<file path="config.mk">
export PLATFORM = sky130hd
export DESIGN_NAME = result_bcd_converter_flat
export DESIGN_NICKNAME = d
export VERILOG_FILES = /design/src/rtl/result_bcd_converter_if.sv /design/src/rtl/result_bcd_converter.sv /design/src/flat_wrapper.sv
export SDC_FILE = /design/constraint.sdc
export NUM_CORES = 1
export LEC_CHECK = 0
export ABC_AREA = 1
export BUFFER_PORTS_ARGS = -buffer_cell sky130_fd_sc_hd__buf_4
export CAP_MARGIN = 0
export CORE_AREA = 2 2 89 155
export DETAILED_ROUTE_END_ITERATION = 8
export DIE_AREA = 0 0 91 157
export SLEW_MARGIN = 10
export SYNTH_ARGS = -nofsm -noshare
export SYNTH_HDL_FRONTEND = slang
export SYNTH_SLANG_ARGS = --single-unit
</file>
<file path="constraint.sdc">
create_clock -name clock -period 2.94 [get_ports clock]
set_clock_uncertainty 0.05 [all_clocks]
set_input_delay 0.294 -clock clock [delete_from_list [all_inputs] [get_ports clock]]
set_output_delay 0.294 -clock clock [all_outputs]
set_load 0.005 [all_outputs]
</file>
<file path="src/rtl/result_bcd_converter_if.sv">
// Handshake and result bus between the ALU-side requester and the BCD converter.
interface result_bcd_converter_if #(
    parameter int BIN_WIDTH = 21,
    parameter int DIGITS    = 7
);
    logic                  start;
    logic [BIN_WIDTH-1:0]  bin_in;
    logic [4*DIGITS-1:0]   bcd_out;
    logic                  neg;
    logic                  overflow;
    logic                  busy;
    logic                  done;

    modport master (
        output start, bin_in,
        input  bcd_out, neg, overflow, busy, done
    );

    modport slave (
        input  start, bin_in,
        output bcd_out, neg, overflow, busy, done
    );
endinterface

</file>
<file path="src/rtl/result_bcd_converter.sv">
// Sequential signed-binary to packed-BCD converter (shift-add-3, one bit per clock).
// Critical path is a single parallel digit adjust followed by a one-bit shift.
module result_bcd_converter #(
    parameter int BIN_WIDTH = 21,
    parameter int DIGITS    = 7
) (
    input  logic                    clock,
    input  logic                    reset,
    result_bcd_converter_if.slave   bus
);
    localparam int CW = $clog2(BIN_WIDTH + 1);
    localparam int SW = 4 * DIGITS;

    typedef enum logic [1:0] {IDLE, SHIFT, DONE} state_e;

    state_e                state_q, state_d;
    logic [SW-1:0]         scr_q, scr_d;
    logic [SW-1:0]         adj;
    logic [BIN_WIDTH-1:0]  mag_q, mag_d;
    logic [CW-1:0]         cnt_q, cnt_d;
    logic                  sign_q, sign_d;
    logic                  sticky_q, sticky_d;
    logic [SW-1:0]         bcd_q, bcd_d;
    logic                  neg_q, neg_d;
    logic                  ovf_q, ovf_d;
    logic                  done_q, done_d;

    // Every digit is corrected in parallel before the shift.
    for (genvar g = 0; g < DIGITS; g++) begin : g_adj
        assign adj[4*g +: 4] = (scr_q[4*g +: 4] >= 4'd5) ? scr_q[4*g +: 4] + 4'd3
                                                          : scr_q[4*g +: 4];
    end

    always_comb begin
        state_d  = state_q;
        scr_d    = scr_q;
        mag_d    = mag_q;
        cnt_d    = cnt_q;
        sign_d   = sign_q;
        sticky_d = sticky_q;
        bcd_d    = bcd_q;
        neg_d    = neg_q;
        ovf_d    = ovf_q;
        done_d   = 1'b0;
        case (state_q)
            IDLE: begin
                if (bus.start) begin
                    // Negating the most negative value wraps to 2^(W-1), which is the correct magnitude.
                    sign_d   = bus.bin_in[BIN_WIDTH-1];
                    mag_d    = bus.bin_in[BIN_WIDTH-1] ? (~bus.bin_in + BIN_WIDTH'(1)) : bus.bin_in;
                    scr_d    = '0;
                    sticky_d = 1'b0;
                    cnt_d    = CW'(BIN_WIDTH);
                    state_d  = SHIFT;
                end
            end
            SHIFT: begin
                {scr_d, mag_d} = {adj[SW-2:0], mag_q, 1'b0};
                sticky_d       = sticky_q | adj[SW-1];
                cnt_d          = cnt_q - CW'(1);
                if (cnt_q == CW'(1)) state_d = DONE;
            end
            DONE: begin
                bcd_d   = sticky_q ? {DIGITS{4'h9}} : scr_q;
                neg_d   = sign_q;
                ovf_d   = sticky_q;
                done_d  = 1'b1;
                state_d = IDLE;
            end
            default: state_d = IDLE;
        endcase
    end

    always_ff @(posedge clock) begin
        if (reset) begin
            state_q  <= IDLE;
            scr_q    <= '0;
            mag_q    <= '0;
            cnt_q    <= '0;
            sign_q   <= 1'b0;
            sticky_q <= 1'b0;
            bcd_q    <= '0;
            neg_q    <= 1'b0;
            ovf_q    <= 1'b0;
            done_q   <= 1'b0;
        end else begin
            state_q  <= state_d;
            scr_q    <= scr_d;
            mag_q    <= mag_d;
            cnt_q    <= cnt_d;
            sign_q   <= sign_d;
            sticky_q <= sticky_d;
            bcd_q    <= bcd_d;
            neg_q    <= neg_d;
            ovf_q    <= ovf_d;
            done_q   <= done_d;
        end
    end

    assign bus.bcd_out  = bcd_q;
    assign bus.neg      = neg_q;
    assign bus.overflow = ovf_q;
    assign bus.done     = done_q;
    assign bus.busy     = (state_q != IDLE);
endmodule

</file>
<file path="src/flat_wrapper.sv">
// flat-port wrapper written by rule: the top's interface ports become plain ports
module result_bcd_converter_flat 
#(
    parameter int BIN_WIDTH = 21,
    parameter int DIGITS    = 7
)
  (clock, reset, bus_start, bus_bin_in, bus_bcd_out, bus_neg, bus_overflow, bus_busy, bus_done);
  result_bcd_converter_if #(.BIN_WIDTH(BIN_WIDTH), .DIGITS(DIGITS)) bus_i ();
  input  logic clock;
  input  logic reset;
  input wire logic [$bits(bus_i.start)-1:0] bus_start;
  input wire logic [$bits(bus_i.bin_in)-1:0] bus_bin_in;
  output wire logic [$bits(bus_i.bcd_out)-1:0] bus_bcd_out;
  output wire logic [$bits(bus_i.neg)-1:0] bus_neg;
  output wire logic [$bits(bus_i.overflow)-1:0] bus_overflow;
  output wire logic [$bits(bus_i.busy)-1:0] bus_busy;
  output wire logic [$bits(bus_i.done)-1:0] bus_done;
  assign bus_i.start = bus_start;
  assign bus_i.bin_in = bus_bin_in;
  assign bus_bcd_out = bus_i.bcd_out;
  assign bus_neg = bus_i.neg;
  assign bus_overflow = bus_i.overflow;
  assign bus_busy = bus_i.busy;
  assign bus_done = bus_i.done;
  result_bcd_converter #(.BIN_WIDTH(BIN_WIDTH), .DIGITS(DIGITS)) u_core (.clock(clock), .reset(reset), .bus(bus_i));
endmodule
</file>
==> summary.txt, run 1 <==
Run status
  • Status: complete, no violations

Floorplan
  • Die Span X: 91 um
  • Die area: 14300 um2
  • DIE HEIGHT: 157 um
  • Core area: 12900 um2
  • Num ports: 56
  • Initial Util: 34.7%
  • Row cnt: 55

Power
  • Leakage power figure: 0.00203 uW
  • Max VDD drop: 0.000252 V
  • Total design power: 2810 uW
  • Cell Pwr Density: 530 nW/um2

GRT
  • GRT Total Usage: 15.7%
  • Global-route wire length before repair: 18100 um
  • Total gr overflow: 0
  • Initial antenna violation count: 0
  • Largest net degree at the start of global routing: 59
  • Vias in the first global route: 3894

Detailed routing
  • WL per Instance: 13.1 um
  • DRT iter0 DRCs: 233
  • DR DRC count: 0
  • Vias: 4216
  • Antenna Nets Post-Route: 0
  • Total Wirelength: 10900 um
  • DR vias/cell: 5.06
  • Initial DRT Pass Iterations: 4

Clocking
  • Clk slew on worst S/H paths: 60 ps
  • TritonCTS clock tree: done
  • CTS Hold Bufs: 0
  • Post-CTS setup buffers: 0
  • PostCTS Resize Cnt: 0
  • CTS Sinks: 89
  • Worst skew pair latency: 340 ps
  • CTS Buffer Depth: 2
  • CTS buffer count: 9
  • CTS root buffer: clkbuf_16
  • H-tree level count: 3

Setup path
  • Cell family with most CP delay: simple AND/OR/NAND/NOR gates
  • Reg2reg setup slack: 1060 ps
  • Kind of critical path: reg2reg
  • CP max stage delay: 620 ps
  • Most used cell, CP: nand2_1
  • Crit-path slowest cell: nor2_4
  • CP Cell Sequence: inv_2, nor2_4, nor2_8, nand2_1, o221ai_1, nand2_1, inv_1
  • Reg2Reg Depth: 7
  • Critical Path AT: 2070 ps
  • CP startpoint kind: flop
  • Crit Path Max Fanout: 49
  • FF-to-FF Start: u_core.state_q[0]
  • Buf/Inv on CP: 2
  • Req. time, crit path: 3130 ps
  • RR Endpoint: u_core.mag_q[1]
  • Crit end category: flop

Placement
  • Port Buf Inserts: 55
  • DP HPWL: 7790 um
  • Gpl congestion: 0.825

Min path
  • Critical hold path startpoint: reset
  • Worst hold stages: 2
  • Hold Crit Class: in2reg
  • Worst min-delay path endpoint: u_core.mag_q[5]

Yosys
  • Syn avg cell area: 7.29 um2
  • Cells after Synth: 616
  • Top post-synthesis cells by area: dfxtp_1 40%, nand2_1 10%, a21oi_1 7.9%, o21ai_0 6.0%, nand3_1 5.9%
  • Ys Warns: 0
  • Seq cells post-synth: 89
  • Area leader, netlist: dfxtp_1
  • Mapped Area: 4490 um2
  • Sequential fraction of the synthesis area: 39.7%
  • Syn nets: 657
  • Yosys cell types: 34
  • Post-synth top area share: 39.7%

Timing
  • Final hold vios: 0
  • Setup Viol. Count Final: 0
  • Period utilization: 63.9%
  • Worst-Margin Slew: 817 ps
  • Worst hold slack: 141 ps
  • Max-slew violation count: 0
  • Setup TNS: 0 ps
  • Max transition margin: 45.4%
  • Final critical-path required period: 1880 ps
  • RSZ-0062 raised after global routing: false
  • Fmax: 532 MHz

Layout
  • Most frequent cells in the layout: 121 x nand2_1, 89 x dfxtp_1, 71 x a21oi_1
  • # diodes: 0
  • Most common cell after layout, fill and taps aside: nand2_1
  • Final nets: 699
  • Share of layout cells above drive strength 1: 16.4%
  • Area delta synth->final: 17.7%
  • Finished Core Util: 40.9%

Run
  • Max cap viols: 0
[through the flow]
step	std cells	instance area, um2	setup slack (ps)
2_1_floorplan	616	4490	1490
3_3_place_gp	818	4990	1070
3_5_place_dp	818	4990	1050
4_1_cts	834	5290	1040
5_1_grt	834	5290	887
6_report	834	5290	1060
[power breakdown]
part	leakage [uW]	switching, uW	internal [uW]
Combinational	0.00118	250	122
Clock	0.000135	465	682
Sequential	0.000722	26.0	1260
Total	0.00203	741	2060
[Yosys cell counts]
library cell,number
clkbuf_1,5
o221ai_1,1
nor2_8,1
buf_6,1
o21ai_0,54
or2_2,7
a31oi_1,2
nor3_1,4
a21oi_2,10
dfxtp_1,89
inv_1,56
buf_12,1
o32ai_1,2
o21bai_1,1
o22ai_1,4
nand4_1,10
buf_4,3
o21ai_1,1
nand3b_1,1
nor2_2,1
inv_2,4
buf_2,9
nand2_1,121
buf_1,7
nand3_1,53
ha_1,17
xor2_1,7
a21oi_1,71
nor2_1,41
nand3_4,1
a22oi_1,17
inv_6,1
nor2_4,2
nand2_2,11
[area by class of cell]
class                           instances  area [um2]
Fill cell                            1374        7650
Sequential cell                        89        1780
Inverter                               61         234
Multi-Input combinational cell        440        2330
Tap cell                              171         214
Clock inverter                          4        52.6
Timing Repair Buffer                   57         428
Clock buffer                           12         246
[cell families (layout without fill, tap and decap cells)]
logic type / after synthesis / count (layout) / share of synthesized area (%)
AO/OA/AOI/OAI: 163 / 163 / 20.4
flip-flops: 89 / 89 / 39.7
AND/OR/NAND/NOR: 253 / 253 / 25.4
adder cells (fa/ha/maj): 17 / 17 / 4.73
XOR/XNOR: 7 / 7 / 1.36
buffers and inverters: 87 / 134 / 8.41
[registers in the layout, summed over array words and instances (netlist names)]
| register | cells |
|---|---|
| u_core.cnt_q | 5 |
| u_core.bus.done | 1 |
| u_core.mag_q | 21 |
| u_core.bus.neg | 1 |
| u_core.sign_q | 1 |
| u_core.state_q | 2 |
| u_core.bus.overflow | 1 |
| u_core.scr_q | 28 |
| u_core.sticky_q | 1 |
| u_core.bus.bcd_out | 28 |
[per-layer routing]
| layer | track usage [%] | share of wire [%] | up-vias |
|---|---|---|---|
| li1 | - | - | 2156 |
| met3 | 2.92 | 3.3 | 20 |
| met2 | 29.0 | 52 | 79 |
| met1 | 17.0 | 42 | 1961 |
| met5 | 0 | 0 | - |
| met4 | 7.65 | 2.5 | 0 |
[how the worst max path moves through the flow]
| stage | cells after the start | slack (ps) | start | end |
|---|---|---|---|---|
| floorplan | 7 | 1490 | u_core.scr_q[8] | u_core.scr_q[10] |
| global placement | 10 | 1070 | bus_bin_in[0] | u_core.mag_q[16] |
| detailed placement | 7 | 1050 | u_core.state_q[0] | u_core.mag_q[1] |
| CTS | 7 | 1040 | u_core.state_q[0] | u_core.mag_q[18] |
| global route | 7 | 890 | u_core.state_q[0] | u_core.mag_q[18] |
| finish | 7 | 1060 | u_core.state_q[0] | u_core.mag_q[1] |
Power figures use the tool's default switching activity.
==> run 2: changes to the inputs <==
- ABC_AREA: 1 -> 0
- CORE_AREA: 2 2 89 155 -> 2 2 88 153
- DIE_AREA: 0 0 91 157 -> 0 0 90 155
- clock period: 2.94 -> 1.76 ns (I/O delays scaled with it)
==> run 2 against run 1 <==
- area after synthesis fell by 3.2%
- register-to-register slack got worse by 860 ps
- largest cell class unchanged
- total power is 64% higher
- hold slack got worse by 56 ps
- critical endpoint is now u_core.mag_q[14]
- first-iteration DRC count decreased by 19%
- flip-flop and latch count stayed put
- highest routed layer unchanged
- clock power increased by 67%
==> summary.txt, run 2 <==
Floorplan
  • Die area: 14000 um2 (was 14300 um2)
  • Num ports: 56 (unchanged)
  • Initial Util: 34.0% (was 34.7%)
  • Core area: 12800 um2 (was 12900 um2)
  • Row cnt: 55 (unchanged)
  • Die Span X: 90 um (was 91 um)
  • DIE HEIGHT: 155 um (was 157 um)

Setup path
  • Most used cell, CP: buf_4 (was nand2_1)
  • CP max stage delay: 560 ps (was 620 ps)
  • Crit-path slowest cell: or4_4 (was nor2_4)
  • CP startpoint kind: primary input (was flop)
  • Crit Path Max Fanout: 4 (was 49)
  • CP Cell Sequence: buf_4, or4_4, buf_4, o41ai_1, xnor2_1, nand2_1, a31oi_1 (was inv_2, nor2_4, nor2_8, nand2_1, o221ai_1, nand2_1, inv_1)
  • Critical Path AT: 1820 ps (was 2070 ps)
  • Buf/Inv on CP: 2 (unchanged)
  • Req. time, crit path: 1970 ps (was 3130 ps)
  • Crit end category: flop (unchanged)
  • Cell family with most CP delay: simple AND/OR/NAND/NOR gates (unchanged)
  • Reg2reg setup slack: 200 ps (was 1060 ps)
  • Kind of critical path: in2reg (was reg2reg)

Power
  • Sw Share: 24.8% (was 26.4%)
  • Cell Pwr Density: 838 nW/um2 (was 530 nW/um2)
  • Reg power frac: 46.1% (was 45.9%)
  • Net Sw Power: 1140 uW (was 741 uW)
  • P_int: 3470 uW (was 2060 uW)
  • Clock network power share: 41.7% (was 40.9%)
  • Comb power frac: 12.2% (was 13.2%)
  • Max VDD drop: 0.000421 V (was 0.000252 V)
  • Leakage power figure: 0.00211 uW (was 0.00203 uW)

Yosys
  • EDFF count, synth: 0 (unchanged)
  • Mapped Area: 4350 um2 (was 4490 um2)
  • Top post-synthesis cells by area: dfxtp_1 41%, a21oi_1 5.4%, ha_1 4.9%, xnor2_1 4.8%, nor3_1 4.7% (was dfxtp_1 40%, nand2_1 10%, a21oi_1 7.9%, o21ai_0 6.0%, nand3_1 5.9%)
  • Synth top cells by count: 89 x dfxtp_1, 48 x nand2_1, 47 x a21oi_1, 42 x nor2_1, 41 x nor3_1 (was 121 x nand2_1, 89 x dfxtp_1, 71 x a21oi_1, 56 x inv_1, 54 x o21ai_0)
  • Seq cells post-synth: 89 (unchanged)
  • Yosys cell types: 45 (was 34)
  • Syn nets: 573 (was 657)
  • Sequential fraction of the synthesis area: 41.0% (was 39.7%)
  • Ys Warns: 0 (unchanged)
  • Syn avg cell area: 8.18 um2 (was 7.29 um2)
  • Main synth FF type: dfxtp_1 (unchanged)
  • Most frequent cell after synthesis: dfxtp_1 (was nand2_1)
  • Post-synth top area share: 41.0% (was 39.7%)
  • Synth async-reset ratio: 0% (unchanged)
  • Area leader, netlist: dfxtp_1 (unchanged)
  • Cells after Synth: 532 (was 616)

GRT
  • Total gr overflow: 0 (unchanged)
  • Initial antenna violation count: 0 (unchanged)
  • Largest net degree at the start of global routing: 39 (was 59)
  • Vias in the first global route: 3868 (was 3894)
  • Global-route wire length before repair: 17600 um (was 18100 um)
  • GRT Total Usage: 15.3% (was 15.7%)

Placement
  • DP HPWL: 7690 um (was 7790 um)
  • Placed cells: 761 (was 818)
  • Gpl congestion: 0.744 (was 0.825)
  • Port Buf Inserts: 55 (unchanged)

Clocking
  • Worst skew pair latency: 340 ps (about the same)
  • Post-CTS setup buffers: 0 (unchanged)
  • Clk slew on worst S/H paths: 60 ps (about the same)
  • CTS root buffer: clkbuf_16 (unchanged)
  • TritonCTS clock tree: done (unchanged)
  • CTS Buffer Depth: 2 (unchanged)
  • H-tree level count: 3 (unchanged)
  • CTS Hold Bufs: 0 (unchanged)
  • CTS buffer count: 9 (unchanged)
  • CTS Sinks: 89 (unchanged)

Timing
  • Fmax: 624 MHz
  • Period utilization: 91.1%
  • Max-slew violation count: 0 (unchanged)
  • Setup Viol. Count Final: 0 (unchanged)
  • Final critical-path required period: 1600 ps
  • Max transition margin: 74.3% (was 45.4%)
  • Worst hold slack: 85.1 ps (was 141 ps)
  • Worst-Margin Slew: 376 ps (was 817 ps)
  • Final hold vios: 0 (unchanged)
  • RSZ-0062 raised after global routing: false (unchanged)

Detailed routing
  • WL per Instance: 13.6 um (was 13.1 um)
  • Vias: 4005 (was 4216)
  • DRT iter0 DRCs: 188 (was 233)
  • DR vias/cell: 5.15 (was 5.06)
  • DR DRC count: 0 (unchanged)
  • Initial DRT Pass Iterations: 4 (unchanged)
  • Antenna Nets Post-Route: 0 (unchanged)
  • Total Wirelength: 10600 um (was 10900 um)

Run status
  • Status: complete, no violations (unchanged)

Min path
  • Hold Crit Class: in2reg (unchanged)

Layout
  • Area delta synth->final: 26.6% (was 17.7%)
  • # diodes: 0 (unchanged)
  • Share of layout cells above drive strength 1: 20.5% (was 16.4%)
  • Most common cell after layout, fill and taps aside: buf_4 (was nand2_1)
  • Most frequent cells in the layout: 95 x buf_4, 89 x dfxtp_1, 47 x nand2_1, 47 x a21oi_1 (was 121 x nand2_1, 89 x dfxtp_1, 71 x a21oi_1)
  • Post-route insts no fill: 777 (was 834)
  • Final nets: 642 (was 699)

Run
  • Max cap viols: 0 (unchanged)
-- run 2: cell types whose count changed in the layout (fill, tap and decap cells not counted), moves of 11 or more --
cell,before,now
o21ai_0,54,17
nand2_1,121,47
nand2b_1,0,11
buf_4,57,95
xnor2_1,0,24
nand3_1,53,20
or3_1,0,11
inv_1,56,22
a21oi_1,71,47
nor3_1,4,41
-- run 2: logic make-up after synthesis --
kind of cell / count (synthesis) / share of synthesized area [%]
and+or+nand+nor: 201 / 22.8
AOI/OAI and AO/OA: 133 / 19.7
DFF: 89 / 41.0
buffers and inverters: 62 / 5.52
xor gates and xnor gates: 29 / 5.84
adders and majority gates: 17 / 4.89
muxes: 1 / 0.230
-- run 2: power by group through the flow --
stage	registers (uW)	clock network, uW	logic (uW)
3_5_place_dp	2170	0	567
5_1_grt	2140	2050	627
6_report	2130	1920	562
3_3_place_gp	2170	0	553
4_1_cts	2130	1970	569
2_1_floorplan	2160	0	325
-- run 2: worst register-to-register path, stage by stage (launching register included) --
cell and delay, ps:
dfxtp_1 390, ha_1 160, or4b_2 620, a21oi_1 170
nor2_1 50
-- run 2: per-stage QoR --
stage	TNS (ps)	instance area [um2]	util, %	setup WS, ps	total power (uW)
after global placement	-1670	5200	40.6	-206	2720
after floorplan	-5.70	4360	-	-5.70	2490
after global routing	0	5510	43.0	23.4	4810
after detailed placement	-2110	5200	40.6	-252	2740
final	0	5510	43.0	157	4610
after CTS	0	5500	43.0	105	4670
-- run 2: path summary, 6_finish.rpt --
| kind | start | depth (start not counted) | end |
|---|---|---|---|
| worst max register to register | u_core.cnt_q[0] | 4 | u_core.state_q[0] |
| worst max-delay path | bus_bin_in[7] | 7 | u_core.mag_q[14] |
| worst min-delay path | bus_bin_in[19] | 3 | u_core.mag_q[19] |
| worst min register to register | u_core.bus.bcd_out[10] | 2 | u_core.bus.bcd_out[10] |
-- run 2: layer usage --
layer	up-vias	share of wire, %	global-route usage [%]	wire (um)
li1	2029	-	-	-
met1	1908	41	16.3	4340
met2	58	55	28.9	5770
met3	10	2.2	2.18	228
met4	0	2.3	7.84	242
met5	-	0	0	0
-- run 2: final cells by class --
class / count / area [um2]
well taps: 171 / 214
clock inverters: 4 / 52.6
multi-input cells: 381 / 2360
fillers: 1358 / 7290
repair buffers: 98 / 773
flip-flops and latches: 89 / 1780
inverters: 22 / 82.6
clock buffers: 12 / 246
-- run 2: repair_timing --
| item | in CTS | in global routing |
|---|---|---|
| endpoints found under the setup margin | 0 | 2 |
| gates resized for setup | 0 | 3 |
| endpoints found under the hold margin | 0 | 0 |
